`config.mk`:
```
export PLATFORM = sky130hd
export DESIGN_NAME = regfile_sb
export DESIGN_NICKNAME = d
export VERILOG_FILES = /design/src/rtl/regfile_pkg.sv /design/src/rtl/regfile_scoreboard.sv /design/src/rtl/regfile_sb.sv
export SDC_FILE = /design/constraint.sdc
export NUM_CORES = 2
export LEC_CHECK = 0
export ABC_AREA = 0
export CORE_UTILIZATION = 25
export CTS_CLUSTER_DIAMETER = 30
export DETAILED_ROUTE_END_ITERATION = 10
export GPL_TIMING_DRIVEN = 0
export HOLD_SLACK_MARGIN = 0.15
export PLACE_DENSITY = 0.45
export SLEW_MARGIN = 10
export SYNTH_ARGS = -nofsm -noshare
export SYNTH_HDL_FRONTEND = slang
export SYNTH_HIERARCHICAL = 1
export SYNTH_SLANG_ARGS = --single-unit
```
`constraint.sdc`:
```
create_clock -name CLK_I -period 2.9 [get_ports CLK_I]
set_input_delay 0.58 -clock CLK_I [delete_from_list [all_inputs] [get_ports CLK_I]]
set_output_delay 0.58 -clock CLK_I [all_outputs]
set_load 0.1 [all_outputs]
```
`src/rtl/regfile_pkg.sv`:
```
// Shared constants and helpers for the parametrised register file with scoreboard.
package regfile_pkg;

  localparam int unsigned DEF_DATA_W = 32;
  localparam int unsigned DEF_ADDR_W = 5;
  localparam int unsigned REG_ZERO   = 0;
  localparam int unsigned RA_MAX_W   = 128;

  // Extract read port k from a packed index bus (caller zero-extends to RA_MAX_W).
  function automatic logic [15:0] port_addr(input logic [RA_MAX_W-1:0] bus,
                                            input int unsigned k,
                                            input int unsigned aw);
    logic [15:0] mask;
    mask = (16'd1 << aw) - 16'd1;
    return 16'(bus >> (k * aw)) & mask;
  endfunction

endpackage

```
`src/rtl/regfile_scoreboard.sv`:
```
// Per-register busy bits, issue acknowledge, flush and busy-count for regfile_sb.
module regfile_scoreboard
  import regfile_pkg::*;
#(
  parameter int unsigned ADDR_W   = DEF_ADDR_W,
  parameter int unsigned ZERO_REG = 1
) (
  input  logic                  CLK_I,
  input  logic                  Reset_N_I,
  input  logic                  WE_I,
  input  logic [ADDR_W-1:0]     WAddr_I,
  input  logic                  Issue_I,
  input  logic [ADDR_W-1:0]     IssueAddr_I,
  input  logic                  Flush_I,
  output logic                  IssueAck_O,
  output logic [2**ADDR_W-1:0]  Busy_O,
  output logic [ADDR_W:0]       BusyCnt_O
);

  localparam int unsigned DEPTH = 2**ADDR_W;

  logic [DEPTH-1:0] busy_q, busy_d;
  logic [ADDR_W:0]  cnt_q, cnt_d;
  logic             set_en, inc, dec;

  always_comb begin
    IssueAck_O = Issue_I && !Flush_I &&
                 (!busy_q[IssueAddr_I] || (WE_I && (WAddr_I == IssueAddr_I)));
    set_en = IssueAck_O && !((ZERO_REG != 0) && (IssueAddr_I == ADDR_W'(REG_ZERO)));

    busy_d = busy_q;
    if (WE_I)   busy_d[WAddr_I] = 1'b0;
    if (set_en) busy_d[IssueAddr_I] = 1'b1;
    if (Flush_I) busy_d = '0;

    // Writeback and re-issue of the same busy index cancel: the register stays busy.
    inc = set_en && !busy_q[IssueAddr_I];
    dec = WE_I && busy_q[WAddr_I] && !(set_en && (IssueAddr_I == WAddr_I));
    cnt_d = cnt_q;
    if (Flush_I)        cnt_d = '0;
    else if (inc && !dec) cnt_d = cnt_q + (ADDR_W+1)'(1);
    else if (dec && !inc) cnt_d = cnt_q - (ADDR_W+1)'(1);
  end

  always_ff @(posedge CLK_I or negedge Reset_N_I) begin
    if (!Reset_N_I) begin
      busy_q <= '0;
      cnt_q  <= '0;
    end else begin
      busy_q <= busy_d;
      cnt_q  <= cnt_d;
    end
  end

  assign Busy_O    = busy_q;
  assign BusyCnt_O = cnt_q;

endmodule

```
`src/rtl/regfile_sb.sv`:
```
// Parametrised multi-read register file with issue/writeback scoreboard.
// Optional write-to-read forwarding: define REGFILE_SB_BYPASS_EN.
module regfile_sb
  import regfile_pkg::*;
#(
  parameter int unsigned DATA_W   = DEF_DATA_W,
  parameter int unsigned ADDR_W   = DEF_ADDR_W,
  parameter int unsigned NREAD    = 2,
  parameter int unsigned ZERO_REG = 1
) (
  input  logic                    CLK_I,
  input  logic                    Reset_N_I,
  input  logic [NREAD*ADDR_W-1:0] RAddr_I,
  output logic [NREAD*DATA_W-1:0] RData_O,
  output logic [NREAD-1:0]        RBusy_O,
  input  logic                    WE_I,
  input  logic [ADDR_W-1:0]       WAddr_I,
  input  logic [DATA_W-1:0]       WData_I,
  input  logic                    Issue_I,
  input  logic [ADDR_W-1:0]       IssueAddr_I,
  output logic                    IssueAck_O,
  input  logic                    Flush_I,
  output logic [ADDR_W:0]         BusyCnt_O
);

  localparam int unsigned DEPTH = 2**ADDR_W;

  logic [DATA_W-1:0]   rf [DEPTH];
  logic [DEPTH-1:0]    busy;
  logic [RA_MAX_W-1:0] raddr_bus;
  logic                wr_en;

  regfile_scoreboard #(.ADDR_W(ADDR_W), .ZERO_REG(ZERO_REG)) u_sb (
    .CLK_I       (CLK_I),
    .Reset_N_I   (Reset_N_I),
    .WE_I        (WE_I),
    .WAddr_I     (WAddr_I),
    .Issue_I     (Issue_I),
    .IssueAddr_I (IssueAddr_I),
    .Flush_I     (Flush_I),
    .IssueAck_O  (IssueAck_O),
    .Busy_O      (busy),
    .BusyCnt_O   (BusyCnt_O)
  );

  assign wr_en     = WE_I && !((ZERO_REG != 0) && (WAddr_I == ADDR_W'(REG_ZERO)));
  assign raddr_bus = RA_MAX_W'(RAddr_I);

  always_ff @(posedge CLK_I or negedge Reset_N_I) begin
    if (!Reset_N_I) begin
      for (int unsigned i = 0; i < DEPTH; i++) rf[i] <= '0;
    end else if (wr_en) begin
      rf[WAddr_I] <= WData_I;
    end
  end

  always_comb begin
    logic [ADDR_W-1:0] ra;
    RData_O = '0;
    RBusy_O = '0;
    for (int unsigned k = 0; k < NREAD; k++) begin
      ra = ADDR_W'(port_addr(raddr_bus, k, ADDR_W));
      RData_O[k*DATA_W +: DATA_W] = rf[ra];
      RBusy_O[k] = busy[ra];
      if ((ZERO_REG != 0) && (ra == ADDR_W'(REG_ZERO))) begin
        RData_O[k*DATA_W +: DATA_W] = '0;
        RBusy_O[k] = 1'b0;
      end
`ifdef REGFILE_SB_BYPASS_EN
      if (wr_en && (WAddr_I == ra)) begin
        RData_O[k*DATA_W +: DATA_W] = WData_I;
        RBusy_O[k] = IssueAck_O && (IssueAddr_I == ra);
      end
`endif
    end
  end

endmodule

```
* Word-level counts from Yosys, hierarchy flattened
Cells that the tools add are included.
** Operators by class
- Muxes and demuxes :: 31
- Multipliers :: 0
- Eq/ne operators :: 2
- Bitwise logic cells :: 6
- Reduce and logical (&&, ||, !) cells :: 27
- $add $sub $neg :: 2
- Magnitude comparators :: 10
- Divide/modulo/power cells :: 0
- Shift operators :: 0
** Operators with widths (number)
- $bwmux 1024 :: 1
- $bmux 32 s5 :: 2
- $mux 32 :: 10
- $demux 32 s5 :: 1
- $and 32x32->32 :: 1
- $not 32->32 :: 1
- $or 32x32->32 :: 1
- $lt 5x6->1 const B :: 4
- $bmux 1 s5 :: 4
- $logic_not 5->1 :: 4
- $ge 6x6->1 const B :: 3
- $mux 6 :: 3
- $not 5->6 :: 3
- $logic_and 1x1->1 :: 14
- $demux 1 s5 :: 2
- $eq 5x5->1 :: 2
- $ge 5x1->1 const B :: 2
- $mux 1 :: 8
- $logic_not 1->1 :: 7
- $add 6x1->6 const B :: 1
- $lt 6x1->1 const B :: 1
- $sub 6x1->6 const B :: 1
- $reduce_bool 3->1 :: 1
- $logic_or 1x1->1 :: 1
** Word-level totals
- Memories kept :: 0
- Input port bits :: 57
- ROM bits :: 0
- Output and inout bits :: 73
- Word-level logic and storage cells :: 112
- Bits in latches :: 0
- Register bits :: 1062
- RAM bits :: 0

* Logic depth before layout (Yosys ltp)
- Depth in word-level cells :: 13
- Mapped depth :: 16
- Gate-level depth less buffers :: 14

* Modules after synthesis
Netlist, hierarchy kept.
** By module, submodules not included
- regfile_sb :: times used 1, cells an instance 3547, area each 54472.2 µm²
- regfile_scoreboard :: times used 1, cells an instance 337, area each 2919.0 µm²

* Least setup slack after synthesis
OpenSTA, ideal clock, no wires.
- Path type :: in2out
- Start point :: in RAddr_I[6]
- End point :: out RData_O[61]
- Data required time :: 2.320 ns
- Arrival :: 6.370 ns
- Stages on the path :: 7
- Path buffers :: 3
- Setup slack :: -4.050 ns
- Cell sequence :: buf_2 > or3_1 > buf_1 > clkbuf_1 > o221ai_1 > a221oi_1 > a2111oi_0
** Between the ends
- Cells in the longest elaborated chain, start to end :: 5
- Elaborated cells between the ends (all ways) :: 6
- Classes of those cells :: mux: 4; bitwise: 1; reduce/logical: 1
** Ends and longest elaborated chain
- start, declared :: line regfile_sb.sv:13 : input logic [NREAD*ADDR_W-1:0] RAddr_I,
- $not 5->6 (not written as such) :: line regfile_sb.sv:63 : RData_O[k*DATA_W +: DATA_W] = rf[ra];
- $bmux 32 s5 :: line regfile_sb.sv:63
- $mux 32 (not written as such) (2 in a row) :: line regfile_sb.sv:63
- $mux 32 * :: line regfile_sb.sv:65 : if ((ZERO_REG != 0) && (ra == ADDR_W'(REG_ZERO))) begin
- end, declared :: line regfile_sb.sv:14 : output logic [NREAD*DATA_W-1:0] RData_O,
Mark *: on every way between the ends. The rest lies on a longest branch, timed or not. The select of a mux whose other input is x is not followed.

* Worst setup path after layout
- Start point :: reg rf[7] in the netlist's numbering
- End point :: out RData_O[39]
** Between the ends
- Cells in the longest elaborated chain, start to end :: 4
** Ends and longest elaborated chain
- start, declared :: line regfile_sb.sv:28 : logic [DATA_W-1:0] rf [DEPTH];
- start signal, assigned by index :: line regfile_sb.sv:53 : rf[WAddr_I] <= WData_I;
- $bmux 32 s5 :: line regfile_sb.sv:63
- $mux 32 (not written as such) (2 in a row) :: line regfile_sb.sv:63
- $mux 32 :: line regfile_sb.sv:65
No other way between the ends. The select of a mux whose other input is x is not followed.

==> reports/summary.json <==
{
  "outcome": {"value": "complete, but fails checks"},
  "violations": {"value": "negative setup slack"},
  "finalHoldViolCount": {"value": 0},
  "synth_area_per_cell": {"value": 14.78, "unit": "um^2"},
  "synthTopCellsByArea": {"value": "sky130_fd_sc_hd__dfrtp_1 46%, sky130_fd_sc_hd__mux2_2 20%, sky130_fd_sc_hd__mux4_2 19%, sky130_fd_sc_hd__mux2i_1 3.3%, sky130_fd_sc_hd__clkbuf_1 1.5%"},
  "first_pass_grt_wire_length": {"value": 360.5, "unit": "mm"},
  "core_area": {"value": 227700, "unit": "um^2"},
  "commonest_cells_after_routing_fill_and_taps_aside": {"value": "1,038 x sky130_fd_sc_hd__dfrtp_1, 1,007 x sky130_fd_sc_hd__mux2_2, 484 x sky130_fd_sc_hd__mux4_2"},
  "ios": {"value": 130},
  "final_period_demand_of_the_worst_path": {"value": 3.647, "unit": "ns"},
  "fin_tns_setup": {"value": -38.75, "unit": "ns"},
  "htree_levels": {"value": 5},
  "synth_warn": {"value": 6},
  "tritoncts": {"value": "built"},
  "antenna_found_initial": {"value": 13},
  "hold_ws": {"value": 0.1981, "unit": "ns"},
  "worstPathRequired": {"value": 2.32, "unit": "ns"},
  "setup_repair_after_global_routing_missed_its_margin": {"value": "yes"},
  "grt_util_all_layers": {"value": 22.46, "unit": "%"},
  "fmax": {"value": 274.2, "unit": "MHz"},
  "part_of_the_yosys_area_used_for_sequential_elements": {"value": 46.31, "unit": "%"},
  "path_cells": {"value": "mux4_2 -> a22o_4 -> a2111oi_4 -> nor3_4 -> buf_12"},
  "setup_slack": {"value": -0.7466, "unit": "ns"},
  "syn_nets": {"value": 3946},
  "numCtsBuffers": {"value": 332},
  "tightestPinTransition": {"value": 1.331, "unit": "ns"},
  "ir_drop": {"value": 456.0, "unit": "uV"},
  "dr.first_iter.drc_count": {"value": 3793},
  "slew_headroom": {"value": 11.24, "unit": "%"},
  "crit_path_largest_cell_delay": {"value": 0.63, "unit": "ns"},
  "end_kind": {"value": "output port"},
  "root_buffer": {"value": "sky130_fd_sc_hd__clkbuf_16"},
  "wl": {"value": 259.9, "unit": "mm"},
  "synth-edff-count": {"value": 0},
  "mappedNetlistArea": {"value": 57390, "unit": "um^2"},
  "synth_ff_type": {"value": "sky130_fd_sc_hd__dfrtp_1"},
  "chipWidth": {"value": 481.1, "unit": "um"},
  "fin_crit_sh": {"value": 125.7, "unit": "%"},
  "timing.final.max_slew_violations": {"value": 0},
  "die-area": {"value": 231500, "unit": "um^2"},
  "antenna_violating_nets_post_route": {"value": 0},
  "port_buffers": {"value": 119},
  "clock_insertion_delay_worst_skew": {"value": 0.89, "unit": "ns"},
  "grt_remaining_overflow": {"value": 0},
  "max-clock-path-buffers": {"value": 4},
  "nets": {"value": 4489},
  "path_clk_slew": {"value": 0.04, "unit": "ns"},
  "worst-path-buf-inv": {"value": 1},
  "area_overhead_vs_synth": {"value": 38.62, "unit": "%"},
  "rows": {"value": 175},
  "die_h": {"value": 481.1, "unit": "um"},
  "initial_utilization": {"value": 25.20, "unit": "%"},
  "layout.cells.most_common": {"value": "sky130_fd_sc_hd__dfrtp_1"},
  "drt-pass1-iter-count": {"value": 6},
  "drc": {"value": 0},
  "synth.ff_latch_count": {"value": 1062},
  "max_capacitance_violation_count": {"value": 0},
  "fillerInstances": {"value": 21840},
  "critPathSlowestCell": {"value": "sky130_fd_sc_hd__a2111oi_4"},
  "skew": {"value": 0.01916, "unit": "ns"},
  "first_global_vias": {"value": 43370},
  "synth_largest_area_cell": {"value": "sky130_fd_sc_hd__dfrtp_1"},
  "hold_path.class": {"value": "in -> async"},
  "finalSetupViolCount": {"value": 101},
  "dpl.hpwl": {"value": 179.0, "unit": "mm"},
  "p_leak": {"value": 33.29, "unit": "nW"},
  "yosys.area.top_type_share": {"value": 46.31, "unit": "%"},
  "arrival": {"value": 3.07, "unit": "ns"},
  "detail_route.wl_per_cell": {"value": 33.84, "unit": "um"},
  "cellPowerDensity": {"value": 863.2, "unit": "nW/um^2"},
  "cp_top_family": {"value": "compound AO/OA/AOI/OAI gates"},
  "criticalPathCategory": {"value": "reg -> out"},
  "crit_fanout": {"value": 3},
  "post_synth_inst_count": {"value": 3884},
  "clkSinkCount": {"value": 1062},
  "gp_congestion": {"value": 0.8622},
  "dr_total_vias": {"value": 41260},
  "drive_above_1_share": {"value": 59.27, "unit": "%"},
  "cp-start-kind": {"value": "register"},
  "via_per_inst": {"value": 5.371},
  "pin_count_of_the_biggest_net_entering_global_routing": {"value": 152},
  "ys_types": {"value": 67},
  "ys_async_sr_fraction": {"value": 100.0, "unit": "%"}
}
==> cell usage after synthesis, types with 4 or more instances <==
library cell                   n
sky130_fd_sc_hd__dfrtp_1    1062
sky130_fd_sc_hd__mux2_2     1029
sky130_fd_sc_hd__mux4_2      484
sky130_fd_sc_hd__clkbuf_1    235
sky130_fd_sc_hd__mux2i_1     188
sky130_fd_sc_hd__o22ai_1     113
sky130_fd_sc_hd__buf_2        93
sky130_fd_sc_hd__nor3_1       61
sky130_fd_sc_hd__a2111oi_0    60
sky130_fd_sc_hd__buf_1        57
sky130_fd_sc_hd__a22o_1       52
sky130_fd_sc_hd__nor2b_1      49
sky130_fd_sc_hd__nand2_1      44
sky130_fd_sc_hd__nor2_1       40
sky130_fd_sc_hd__buf_4        36
sky130_fd_sc_hd__o21ai_0      36
sky130_fd_sc_hd__o21ai_1      28
sky130_fd_sc_hd__a21oi_1      24
sky130_fd_sc_hd__buf_6        18
sky130_fd_sc_hd__a22oi_1      16
sky130_fd_sc_hd__nand3_1      14
sky130_fd_sc_hd__inv_1        12
sky130_fd_sc_hd__nand2b_1     11
sky130_fd_sc_hd__nand3b_1     11
sky130_fd_sc_hd__o221ai_1     11
sky130_fd_sc_hd__a211oi_1     10
sky130_fd_sc_hd__nor3b_1       9
sky130_fd_sc_hd__nor4_1        5
sky130_fd_sc_hd__or2_2         5
sky130_fd_sc_hd__xnor2_1       5
sky130_fd_sc_hd__a221oi_1      4
sky130_fd_sc_hd__a32o_1        4
sky130_fd_sc_hd__and2_1        4
sky130_fd_sc_hd__ha_1          4
==> per-layer routing <==
metal | vias to the layer above | track usage, % | share of wire (%)
met2 | 1778 | 33.77 | 44
met3 | 520 | 4.845 | 7.3
met4 | 8 | 9.417 | 4.3
met5 | - | 0 | 0.019
met1 | 22550 | 31.08 | 44
li1 | 16400 | - | -
==> repair_timing <==
| item | 4_1_cts | 5_1_grt |
|---|---|---|
| cloned | 2 | 1 |
| hold buffers | 1 | 0 |
| buffers inserted | 70 | 13 |
| resized for setup | 992 | 66 |
| endpoints found under the setup margin | 169 | 103 |
| pin swaps | 145 | 48 |
| endpoints found under the hold margin | 147 | 0 |
==> layout make-up <==
cell class                      count  area [um^2]  share of cell area (%)
Multi-Input combinational cell   2370        31710                   39.85
Sequential cell                  1062        26610                   33.44
Clock buffer                      466         9630                   12.11
Tap cell                         3009         3765                   4.732
Buffer                            434         3491                   4.388
Timing Repair Buffer              215         2887                   3.628
Clock inverter                    108         1411                   1.774
Inverter                           12        45.04                 0.05662
Antenna cell                        6        15.01                 0.01887
==> sequential cells by signal, indices dropped and copies added, names as in the netlist <==
name and cells:
rf 1024, u_sb/Busy_O 32, u_sb/BusyCnt_O 6
==> power breakdown <==
| part | switching, mW | internal (mW) | total (mW) |
|---|---|---|---|
| Combinational | 6.61 | 6.62 | 13.2 |
| Sequential | 2.12 | 17.6 | 19.8 |
| Clock | 10.1 | 25.6 | 35.7 |
| Total | 18.9 | 49.8 | 68.7 |
==> worst paths after layout <==
| check | from | end | slack (ns) | cells after the start |
|---|---|---|---|---|
| worst max register to register | u_sb/Busy_O[22] | u_sb/BusyCnt_O[5] | -0.23 | 16 |
| worst min register to register | rf[1010] | rf[1010] | 0.48 | 1 |
| min in group CLK_I | IssueAddr_I[1] | u_sb/Busy_O[3] | 0.31 | 4 |
| worst max-delay path | rf[7] | RData_O[39] | -0.75 | 5 |
| worst min-delay path | Reset_N_I | rf[717] | 0.20 | 2 |
| max in group asynchronous | Reset_N_I | rf[194] | 0.50 | 5 |
==> logic make-up (layout without fill, tap and decap cells) <==
| kind of cell | after synthesis | count (layout) | share of synthesized area (%) |
|---|---|---|---|
| compound gates | 381 | 381 | 4.755 |
| xor+xnor | 8 | 8 | 0.1221 |
| fa+ha+maj | 5 | 5 | 0.1221 |
| buf+inv | 452 | 1235 | 3.632 |
| flops | 1062 | 1062 | 46.31 |
| mux | 1701 | 1701 | 42.46 |
| other cells | 0 | 6 | 0 |
| simple gates | 275 | 275 | 2.601 |
==> per-stage QoR <==
stage | utilization [%] | instance area (um^2) | std cells | setup slack (ns) | power (mW)
2_1_floorplan | - | 59830 | 3884 | -0.4076 | 27.86
3_3_place_gp | 28.45 | 64780 | 7012 | -50.50 | 31.62
3_5_place_dp | 28.58 | 65080 | 7022 | -3.307 | 31.85
4_1_cts | 34.79 | 79220 | 7663 | -0.8391 | 68.90
5_1_grt | 34.93 | 79550 | 7679 | -0.8046 | 71.00
6_report | 34.94 | 79560 | 7682 | -0.7466 | 68.67
No activity file was read; power rests on OpenSTA's default activity.
